===== src/rtl/fetch_sequencer.sv =====
// Fetch/decode/execute control FSM for the 11-bit-address CPU: owns PC and IR,
// latches datapath flags and resolves conditional jumps.
module fetch_sequencer #(
  parameter int ADDR_W  = 11,
  parameter int INSTR_W = 16
) (
  input  logic               clk,
  input  logic               rst_n,
  input  logic               run,
  output logic               memReq,
  output logic [ADDR_W-1:0]  memAddr,
  input  logic               memAck,
  input  logic [INSTR_W-1:0] memData,
  output logic [INSTR_W-1:0] IR,
  output logic               execStart,
  input  logic               execDone,
  input  logic               ZF,
  input  logic               CF,
  output logic [ADDR_W-1:0]  PC,
  output logic               jumpTaken,
  output logic               halted
);

  typedef enum logic [2:0] {
    IDLE,
    FETCH,
    DECODE,
    EXEC,
    BRANCH,
    HALT
  } seqStateT;

  seqStateT state;
  seqStateT nextState;

  logic [ADDR_W-1:0]  pcReg;
  logic [INSTR_W-1:0] irReg;
  logic               zf;
  logic               cf;
  logic               isJump;
  logic               isHalt;
  logic               condTrue;

  assign isJump = (irReg[15:14] == 2'b11);
  assign isHalt = (irReg[15:11] == 5'b10111);

  // Condition evaluation only ever sees the flags latched at the last execDone.
  always_comb begin
    condTrue = 1'b0;
    unique case (irReg[13:11])
      3'b000: condTrue = 1'b1;
      3'b001: condTrue = zf;
      3'b010: condTrue = !zf;
      3'b011: condTrue = cf;
      3'b100: condTrue = !cf;
      3'b101: condTrue = !cf && !zf;
      3'b110: condTrue = cf || zf;
      3'b111: condTrue = 1'b0;
      default: condTrue = 1'b0;
    endcase
  end

  always_comb begin
    nextState = state;
    memReq    = 1'b0;
    execStart = 1'b0;
    jumpTaken = 1'b0;
    halted    = 1'b0;
    unique case (state)
      IDLE: begin
        if (run) nextState = FETCH;
      end
      FETCH: begin
        memReq = 1'b1;
        if (memAck) nextState = DECODE;
      end
      DECODE: begin
        if (isJump) begin
          nextState = BRANCH;
        end else if (isHalt) begin
          nextState = HALT;
        end else begin
          execStart = 1'b1;
          nextState = EXEC;
        end
      end
      EXEC: begin
        if (execDone) nextState = run ? FETCH : IDLE;
      end
      BRANCH: begin
        jumpTaken = condTrue;
        nextState = run ? FETCH : IDLE;
      end
      HALT: begin
        halted = 1'b1;
        if (!run) nextState = IDLE;
      end
      default: nextState = IDLE;
    endcase
  end

  // PC advances on the accepted fetch and is overwritten only by a taken jump.
  always_ff @(posedge clk or negedge rst_n) begin
    if (!rst_n) begin
      state <= IDLE;
      pcReg <= '0;
      irReg <= '0;
      zf    <= 1'b0;
      cf    <= 1'b0;
    end else begin
      state <= nextState;
      if (state == FETCH && memAck) begin
        irReg <= memData;
        pcReg <= pcReg + 1'b1;
      end
      if (state == BRANCH && condTrue) begin
        pcReg <= irReg[ADDR_W-1:0];
      end
      if (state == EXEC && execDone) begin
        zf <= ZF;
        cf <= CF;
      end
    end
  end

  assign memAddr = pcReg;
  assign PC      = pcReg;
  assign IR      = irReg;

endmodule


===== config.mk =====
export PLATFORM = sky130hd
export DESIGN_NAME = fetch_sequencer
export DESIGN_NICKNAME = d
export VERILOG_FILES = /design/src/rtl/fetch_sequencer.sv
export SDC_FILE = /design/constraint.sdc
export NUM_CORES = 1
export LEC_CHECK = 0
export ABC_AREA = 1
export CORE_MARGIN = 4
export CORE_UTILIZATION = 40
export CTS_CLUSTER_DIAMETER = 80
export CTS_CLUSTER_SIZE = 28
export DETAILED_ROUTE_END_ITERATION = 12
export HOLD_SLACK_MARGIN = 0.1
export PLACE_DENSITY = 0.73
export SYNTH_ARGS = -nofsm -noshare
export SYNTH_HDL_FRONTEND = slang
export SYNTH_SLANG_ARGS = --single-unit
export TNS_END_PERCENT = 10

===== constraint.sdc =====
create_clock -name clk -period 1.5 [get_ports clk]
set_input_delay 0.3 -clock clk [delete_from_list [all_inputs] [get_ports clk]]
set_output_delay 0.3 -clock clk [all_outputs]
set_load 0.01 [all_outputs]

==> results of run 1 <==
[critical path, delay by kind of cell, from the launching register on]
family                 cells  cell delay [ns]
AND/OR/NAND/NOR            5             0.48
flip-flops                 1             0.44
buffers and inverters      2             0.17
[logic make-up after synthesis]
kind of cell / count (synthesis) / share of synthesized area
simple gates: 154 / 0.376
buf+inv: 38 / 0.114
flops: 32 / 0.446
compound gates: 14 / 0.0404
xor+xnor: 2 / 0.00976
mux: 1 / 0.00628
fa+ha+maj: 1 / 0.00697
[registers in the layout, indices dropped and copies added, names as in the netlist]
register,count
IR,16
PC,11
state,3
cf,1
zf,1
[where the power goes]
| part | switching, µW | total, µW | internal, µW | leakage, µW |
|---|---|---|---|---|
| logic | 1550 | 3040 | 1490 | 0.00103 |
| clock network | 329 | 822 | 493 | 0.0000552 |
| registers | 406 | 1660 | 1260 | 0.000397 |
[final cells by class]
cell class	instances	area, µm²	area share
Sequential cell	32	807	0.286
Clock buffer	6	72.6	0.0258
Multi-Input combinational cell	172	866	0.307
Inverter	19	73.8	0.0262
Tap cell	52	65.1	0.0231
Clock inverter	2	35.0	0.0124
Timing Repair Buffer	99	898	0.319
[worst max-delay path by stage]
stage,to,slack [ns],depth (start not counted)
2_1_floorplan,jumpTaken,0.09,8
3_3_place_gp,execStart,-0.25,6
3_5_place_dp,jumpTaken,-0.28,8
4_1_cts,jumpTaken,-0.15,7
5_1_grt,jumpTaken,-0.25,8
6_report,jumpTaken,-0.17,7
[routing by layer]
layer  track usage  vias to the layer above  wire length, µm
met5             0                        -                0
met4        0.0810                        0               98
met3        0.0427                        8              358
met2         0.318                       70             2680
met1         0.250                      873             2130
li1              -                      948                -
[cells in the final DEF (no fill, tap or decap), drive strengths merged]
cell type / n
or2: 2
nand3b: 1
nor3: 6
o21bai: 1
mux2: 1
clkdlybuf4s50: 22
nor2: 13
nand3: 44
nand2: 85
bufinv: 1
dfrtp: 32
clkinv: 1
inv: 19
xor2: 2
dlygate4sd2: 37
o21ai: 10
a21oi: 3
nand4: 3
ha: 1
clkbuf: 6
buf: 40
[through the flow]
stage	TNS, ns	total power (µW)	utilization	cells
3_3_place_gp	-0.916	4470	0.599	366
6_report	-0.831	5530	0.647	382
2_1_floorplan	0	3050	-	242
3_5_place_dp	-1.11	4550	0.599	366
5_1_grt	-3.48	5960	0.647	382
4_1_cts	-0.253	5320	0.633	380
[what timing repair did]
| item | CTS | global route |
|---|---|---|
| pin swaps | 8 | 5 |
| endpoints found under the setup margin | 61 | 33 |
| resized for setup | 77 | 19 |
| buffers inserted | 6 | 2 |
| hold endpoints to repair | 0 | 0 |
==> summary.txt, run 1 <==
STA
  • Final setup violating endpoints: 20
  • Fin crit share: 1.11
  • Slew margin rel.: 0.822
  • Hold Vio Cnt, Final: 0
  • WHS: 0.367 ns
  • Unrepaired setup endpoints after global routing: yes
  • Max frequency: 0.600 GHz
  • Worst clock skew: 0.0116 ns
  • Final critical delay including setup and external delays: 1.67 ns
  • Count of pins over their slew limit: 0
  • Actual transition at the worst max-transition pin: 0.265 ns
  • Fin worst setup slack: -0.166 ns

Synth
  • Gate Count Post-Synth: 242
  • Most instantiated flip-flop cell in the synthesis netlist: dfrtp_1
  • Synthesized netlist net count: 266
  • Dominant cell by count in the synthesized netlist: nand2_1
  • Synthesized cell area: 1790 µm²
  • Fraction of post-synthesis cell area in the top cell type by area: 0.446
  • Number of different library cells in the post-synthesis netlist: 24
  • Sequential fraction of the synthesis area: 0.446
  • Average cell area after synthesis: 7.41 µm²
  • Top cell types by occurrence after synthesis: 84 x nand2_1, 44 x nand3_1, 32 x dfrtp_1, 18 x inv_1
  • Number of synthesized flops with an enable pin: 0
  • Yosys reg bits: 32
  • Most area-hungry cell type in the Yosys netlist: dfrtp_1
  • Fraction of registers with async set/reset: 1.00
  • Largest cells by area after synthesis: dfrtp_1 45%, nand2_1 18%, nand3_1 12%
  • Yosys warning count: 0

Placed design
  • Cell Area, Placed: 2610 µm²
  • Post-Place Worst Slack: -0.282 ns
  • Placed wire-length estimate after detailed placement: 3.65 mm
  • Routability Congestion: 0.846
  • Port Buffer Count: 64

Final layout
  • Final nets: 353
  • Synthesis-to-finish area growth: 57.0%
  • Final Cell Area: 2820 µm²
  • Diode insertion count for antenna repair: 0
  • Fill cell count: 369
  • Fraction of layout cells with a size suffix above 1: 0.239

Global routing
  • GRT overflow: 0
  • Global-route wire length before repair: 8.24 mm
  • Antenna violations before repair: 0
  • Overall Global Routing Usage: 0.195
  • Number of global-route vias before repair: 1,771
  • Pin count of the biggest net entering global routing: 33

Power and ir drop
  • Power density relative to cell area: 1960 nW/µm²
  • Worst vdd rail ir drop: 1.04 mV
  • Static leakage power: 0.00148 µW

Floorplanning
  • Die H: 75.0 µm
  • Placement row count: 24
  • Overall die area: 5620 µm²
  • Overall die width: 75.0 µm
  • Core outline area: 4350 µm²
  • Starting density of the core: 0.412
  • Count of pins on the block boundary: 65

Setup path
  • Launch point of the critical path: zf
  • Delay contributed by the slowest stage of the critical path: 0.44 ns
  • Required time worst endpoint: 1.20 ns
  • Worst R2R End: PC[2]
  • Critical Path Slowest Stage Cell: dfrtp_2
  • Path depth of the worst reg2reg path: 10
  • Worst Path Arrival: 1.37 ns
  • Worst Path Max Fanout: 3
  • Crit path top cell by count: nand2_2
  • R2r startpoint: state[0]
  • Kind of end point of the critical path: output pin
  • FF-to-FF setup slack: -0.06 ns
  • Crit Path Class: reg2out
  • Kind of start point of the critical path: register
  • Ordered cell list for the critical path: nor2_4 > nor2_1 > nand2_1 > nand2_2 > nand2_2 > inv_1 > buf_2

Clock network
  • Max H-tree Level: 2
  • Number of hold buffers added after CTS: 0
  • Number of CTS-inserted buffers: 5
  • Deepest clock path buffer count: 2
  • CTS tree: yes
  • Buffer type at the clock tree root: clkbuf_8
  • Latest clock arrival within the worst-skew pair: 0.29 ns
  • Clock slew seen by the registers of the worst setup and hold paths: 0.07 ns
  • # clock sinks: 32

Outcome
  • Violations in the final reports: setup timing
  • Run status: complete, but fails checks

Flow run
  • Max_cap viols: 0

Route
  • Vias: 1,899
  • Total routed wirelength: 5.26 mm
  • Routed len/inst: 13.8 µm
  • Average vias per placed instance: 4.97
  • Count of TritonRoute iterations in the first routing pass: 5
  • Post-route ant nets: 0
  • Number of DRC markers after the initial detailed-route iteration: 198
  • Residual DRC: 0

Min path
  • Hold crit path type: in2async
Note: power is estimated with default switching activity, not from simulation.
==> run 2: changes to the inputs <==
MAX_ROUTING_LAYER = met4   (was default)
clock period = 2.1 ns   (was 1.5 ns; I/O delays follow)
==> summary.txt, run 2 (synthesized netlist as in run 1, its figures left out) <==
Clock network
  • Buffer type at the clock tree root: clkbuf_8 (unchanged)
  • Number of hold buffers added after CTS: 0 (unchanged)
  • CTS tree: yes (unchanged)
  • # clock sinks: 32 (unchanged)
  • Deepest clock path buffer count: 2 (unchanged)
  • Latest clock arrival within the worst-skew pair: 0.28 ns (was 0.29 ns)
  • Clock slew seen by the registers of the worst setup and hold paths: 0.07 ns (about the same)
  • Number of CTS-inserted buffers: 5 (unchanged)
  • Max H-tree Level: 2 (unchanged)

Final layout
  • Diode insertion count for antenna repair: 0 (unchanged)
  • Fill cell count: 388 (was 369)
  • Most common cell after layout, fill and taps aside: nand2_1 (unchanged)
  • Fraction of layout cells with a size suffix above 1: 0.104 (was 0.239)
  • Top library cells by usage in the layout, fill and taps aside: 84 x nand2_1, 61 x clkdlybuf4s50_1, 44 x nand3_1 (was 82 x nand2_1, 42 x nand3_1, 37 x dlygate4sd2_1)
  • Max reg flops: 16 (unchanged)
  • Final nets: 330 (was 353)
  • Utilization after layout: 0.588 (was 0.647)
  • Synthesis-to-finish area growth: 42.7% (was 57.0%)

STA
  • Fin crit share: 0.964
  • Slew margin rel.: 0.723 (was 0.822)
  • Count of pins over their slew limit: 0 (unchanged)
  • Worst clock skew: 0.0101 ns (was 0.0116 ns)
  • Total negative slack: 0 ns (was -0.831 ns)
  • Fin worst setup slack: 0.0748 ns (was -0.166 ns)
  • Final setup violating endpoints: 0 (was 20)
  • Max frequency: 0.494 GHz
  • Actual transition at the worst max-transition pin: 0.416 ns (was 0.265 ns)
  • Hold Vio Cnt, Final: 0 (unchanged)
  • Final critical delay including setup and external delays: 2.03 ns
  • Unrepaired setup endpoints after global routing: no (was yes)

Placed design
  • Routability Congestion: 0.826 (was 0.846)
  • Post-Place Worst Slack: 0.161 ns (was -0.282 ns)
  • Port Buffer Count: 64 (unchanged)
  • Placed wire-length estimate after detailed placement: 3.44 mm (was 3.65 mm)

Global routing
  • Number of global-route vias before repair: 1,654 (was 1,771)
  • Overall Global Routing Usage: 0.175 (was 0.195)
  • GRT overflow: 0 (unchanged)
  • Antenna violations before repair: 0 (unchanged)
  • Pin count of the biggest net entering global routing: 33 (unchanged)
  • Global-route wire length before repair: 7.37 mm (was 8.24 mm)

Flow run
  • Max_cap viols: 0 (unchanged)

Floorplanning
  • Die H: 75.0 µm (unchanged)
  • Core outline area: 4350 µm² (unchanged)
  • Count of pins on the block boundary: 65 (unchanged)
  • Overall die area: 5620 µm² (unchanged)
  • Overall die width: 75.0 µm (unchanged)
  • Placement row count: 24 (unchanged)
  • Starting density of the core: 0.412 (unchanged)

Setup path
  • Crit Path Class: reg2out (unchanged)
  • Kind of end point of the critical path: output pin (unchanged)
  • Worst Path Arrival: 1.61 ns (was 1.37 ns)
  • Worst Path Max Fanout: 5 (was 3)
  • Kind of start point of the critical path: register (unchanged)
  • Required time worst endpoint: 1.68 ns (was 1.20 ns)

Route
  • Count of TritonRoute iterations in the first routing pass: 5 (unchanged)
  • Vias: 1,775 (was 1,899)
  • Post-route ant nets: 0 (unchanged)
  • Average vias per placed instance: 4.94 (was 4.97)
  • Number of DRC markers after the initial detailed-route iteration: 165 (was 198)
  • Residual DRC: 0 (unchanged)
  • Total routed wirelength: 4.56 mm (was 5.26 mm)
  • Routed len/inst: 12.7 µm (was 13.8 µm)

Power and ir drop
  • Worst vdd rail ir drop: 0.603 mV (was 1.04 mV)
  • Overall Power: 3530 µW (was 5530 µW)
  • Power density relative to cell area: 1380 nW/µm² (was 1960 nW/µm²)
  • Static leakage power: 0.00125 µW (was 0.00148 µW)

Outcome
  • Run status: complete, no violations (was complete, but fails checks)

Min path
  • Hold crit path type: reg2reg (was in2async)
==> run 2: cell types whose count changed in the layout (fill, tap and decap cells not counted), sizes merged <==
cell,before,now
clkinv,1,2
bufinv,1,0
dlymetal6s2s,0,1
buf,40,12
clkdlybuf4s50,22,61
dlygate4sd2,37,2
==> run 2: what timing repair did <==
item	4_1_cts	5_1_grt
buffers inserted	2	1
pin swaps	0	0
hold endpoints to repair	0	0
setup endpoints to repair	2	1
gates resized for setup	5	2
==> run 2: worst paths after layout <==
kind / from / to / slack [ns] / cells past startpoint
min: IR[5] / IR[5] / 0.51 / 2
max: state[1] / memReq / 0.07 / 3
max reg2reg: state[0] / PC[0] / 0.58 / 8
max in group asynchronous: rst_n / state[2] / 1.24 / 2
min reg2reg: IR[5] / IR[5] / 0.51 / 2
min in group asynchronous: rst_n / PC[7] / 0.53 / 2
==> run 2: area by class of cell <==
class,count,area (µm²),area share
flip-flops and latches,32,802,0.313
multi-input cells,172,798,0.312
repair buffers,76,731,0.285
clock buffers,6,82.6,0.0323
inverters,19,71.3,0.0279
well taps,52,65.1,0.0254
clock inverters,2,10.0,0.00391
==> run 2: routing by layer <==
| metal | part of all wire | wire, µm | up-vias | GRT usage |
|---|---|---|---|---|
| li1 | - | - | 894 | - |
| met2 | 0.48 | 2200 | 56 | 0.276 |
| met3 | 0.052 | 239 | 4 | 0.0294 |
| met4 | 0.0085 | 39 | 0 | 0.0534 |
| met1 | 0.46 | 2080 | 821 | 0.231 |
| met5 | 0 | 0 | - | - |
==> run 2: report_power, final <==
part	switching, µW	internal, µW	total (µW)
Combinational	891	963	1850
Sequential	302	890	1190
Clock	228	261	489
Total	1420	2110	3530
==> run 2: critical path: stages, from the launching register on <==
cell	delay [ns]
dfrtp_1	0.40
buf_4	0.16
nor3_2	0.20
clkdlybuf4s50_1	0.56
==> run 2: stage by stage <==
step	hold WS, ns	cell area (µm²)	instances
floorplan	0.124	1790	242
finish	0.510	2560	359
global route	0.549	2560	359
detailed placement	0.500	2430	348
CTS	0.517	2550	358
global placement	0.488	2430	348
==> run 3: changes to the inputs <==
CORE_MARGIN = 3   (was 4)
==> summary.txt, run 3 (synthesized netlist as in run 1, its figures left out) <==
Clock network
  • Deepest clock path buffer count: 2 (unchanged)
  • Max H-tree Level: 2 (unchanged)
  • Latest clock arrival within the worst-skew pair: 0.28 ns (about the same)
  • Number of CTS-inserted buffers: 5 (unchanged)
  • Buffer type at the clock tree root: clkbuf_8 (unchanged)
  • # clock sinks: 32 (unchanged)
  • Clock slew seen by the registers of the worst setup and hold paths: 0.07 ns (about the same)
  • CTS tree: yes (unchanged)

Outcome
  • Run status: complete, no violations (unchanged)

Global routing
  • Met3 Usage GRT: 0.0262 (was 0.0294)
  • Global routing usage on met2: 0.300 (was 0.276)
  • Global-route met1 utilization: 0.253 (was 0.231)
  • Number of global-route vias before repair: 1,680 (was 1,654)
  • GRT overflow: 0 (unchanged)
  • Pin count of the biggest net entering global routing: 33 (unchanged)
  • Overall Global Routing Usage: 0.193 (was 0.175)
  • GR peak layer: met2 (unchanged)
  • Antenna violations before repair: 0 (unchanged)
  • Global-route wire length before repair: 7.73 mm (was 7.37 mm)

Setup path
  • Worst Path Max Fanout: 4 (was 5)
  • FF-to-FF setup slack: 0.58 ns (about the same)
  • Worst Path Arrival: 1.55 ns (was 1.61 ns)
  • Crit path top cell by count: nand2_1
  • Kind of start point of the critical path: register (unchanged)
  • Required time worst endpoint: 1.68 ns (about the same)
  • Critical Path Slowest Stage Cell: dfrtp_2 (was clkdlybuf4s50_1)
  • Delay contributed by the slowest stage of the critical path: 0.44 ns (was 0.56 ns)
  • Crit Path Class: reg2out (unchanged)
  • Top Family by Delay on Critical Path: simple AND/OR/NAND/NOR gates (was buffers and inverters)
  • Ordered cell list for the critical path: nor2_2 > nand2_1 > nor2_1 > nand2_1 > inv_1 > dlygate4sd2_1 (was buf_4 > nor3_2 > clkdlybuf4s50_1)
  • Buffering stage count on the worst path with inverters included: 2 (unchanged)
  • Kind of end point of the critical path: output pin (unchanged)

Placed design
  • Routability Congestion: 0.823 (was 0.826)
  • Placed wire-length estimate after detailed placement: 3.32 mm (was 3.44 mm)
  • Port Buffer Count: 64 (unchanged)
  • Inst Count DP: 344 (was 348)

STA
  • Fin crit share: 0.936 (was 0.964)
  • Unrepaired setup endpoints after global routing: no (unchanged)
  • Final setup violating endpoints: 0 (unchanged)
  • Total negative slack: 0 ns (unchanged)
  • Worst clock skew: 0.00551 ns (was 0.0101 ns)
  • Max frequency: 0.509 GHz (was 0.494 GHz)
  • Slew margin rel.: 0.727 (was 0.723)
  • Count of pins over their slew limit: 0 (unchanged)
  • Hold Vio Cnt, Final: 0 (unchanged)
  • WHS: 0.511 ns (was 0.510 ns)
  • Actual transition at the worst max-transition pin: 0.409 ns (was 0.416 ns)
  • Final critical delay including setup and external delays: 1.97 ns (was 2.03 ns)

Final layout
  • Top library cells by usage in the layout, fill and taps aside: 84 x nand2_1, 60 x clkdlybuf4s50_1, 44 x nand3_1 (was 84 x nand2_1, 61 x clkdlybuf4s50_1, 44 x nand3_1)
  • Final nets: 327 (was 330)
  • Fraction of layout cells with a size suffix above 1: 0.0957 (was 0.104)
  • Most common cell after layout, fill and taps aside: nand2_1 (unchanged)
  • Max reg flops: 16 (unchanged)
  • Utilization after layout: 0.607 (was 0.588)
  • Diode insertion count for antenna repair: 0 (unchanged)
  • Final Non-Filler Cells: 353 (was 359)
  • Synthesis-to-finish area growth: 41.3% (was 42.7%)

Route
  • Vias: 1,743 (was 1,775)
  • Post-route ant nets: 0 (unchanged)
  • Total routed wirelength: 4.64 mm (was 4.56 mm)
  • Residual DRC: 0 (unchanged)
  • Average vias per placed instance: 4.94 (about the same)
  • Number of DRC markers after the initial detailed-route iteration: 116 (was 165)
  • Count of TritonRoute iterations in the first routing pass: 4 (was 5)
  • Routed len/inst: 13.1 µm (was 12.7 µm)

Power and ir drop
  • Overall Power: 3490 µW (was 3530 µW)
  • Worst vdd rail ir drop: 0.755 mV (was 0.603 mV)
  • Power density relative to cell area: 1380 nW/µm² (about the same)
  • Static leakage power: 0.00124 µW (was 0.00125 µW)

Floorplanning
  • Die H: 73.0 µm (was 75.0 µm)
  • Placement row count: 23 (was 24)
  • Overall die width: 73.0 µm (was 75.0 µm)
  • Starting density of the core: 0.430 (was 0.412)
  • Overall die area: 5330 µm² (was 5620 µm²)
  • Count of pins on the block boundary: 65 (unchanged)
  • Core outline area: 4170 µm² (was 4350 µm²)

Min path
  • Hold crit path type: reg2reg (unchanged)

Flow run
  • Max_cap viols: 0 (unchanged)
[run 3: routing by layer]
metal / vias to the layer above / share of wire
li1: 886 / -
met1: 784 / 0.46
met2: 65 / 0.47
met3: 8 / 0.046
met4: 0 / 0.022
met5: - / 0
[run 3: area by class of cell]
cell class / instances / area [µm²]
fill: 377 / 1640
sequential: 32 / 805
multi-input combinational: 172 / 796
timing repair buffer: 73 / 723
clock buffer: 6 / 72.6
inverter: 19 / 71.3
tap: 50 / 62.6
clock inverter: 1 / 5.00
[run 3: what timing repair did]
item | in CTS | in global routing
setup endpoints to repair | 2 | 2
setup buffers | 2 | 0
hold buffers | 0 | 0
pin swaps | 2 | 0
gates resized for setup | 7 | 3
[run 3: power by group]
part | total, µW | internal [µW] | leakage, µW | switching [µW]
logic | 1840 | 953 | 0.000805 | 883
clock network | 451 | 225 | 0.0000410 | 225
registers | 1210 | 894 | 0.000398 | 315
total | 3490 | 2070 | 0.00124 | 1420
[run 3: worst min-delay path, stage by stage (launching register included)]
cell and delay [ns]:
dfrtp_1 0.37, nand2_1 0.06, nand2_1 0.05
[run 3: final timing paths]
path	end	cells after the start	start
worst max register to register	state[1]	7	state[2]
worst max-delay path	jumpTaken	6	state[0]
worst min-delay path	IR[5]	2	IR[5]
max in group asynchronous	state[1]	2	rst_n
min in group asynchronous	cf	2	rst_n
worst min register to register	IR[5]	2	IR[5]
[run 3: per-stage QoR]
step	setup WS [ns]	area, µm²
after floorplan	0.571	1790
after global placement	0.200	2430
after detailed placement	0.144	2430
after CTS	0.0122	2530
after global routing	0.0374	2530
final	0.134	2530
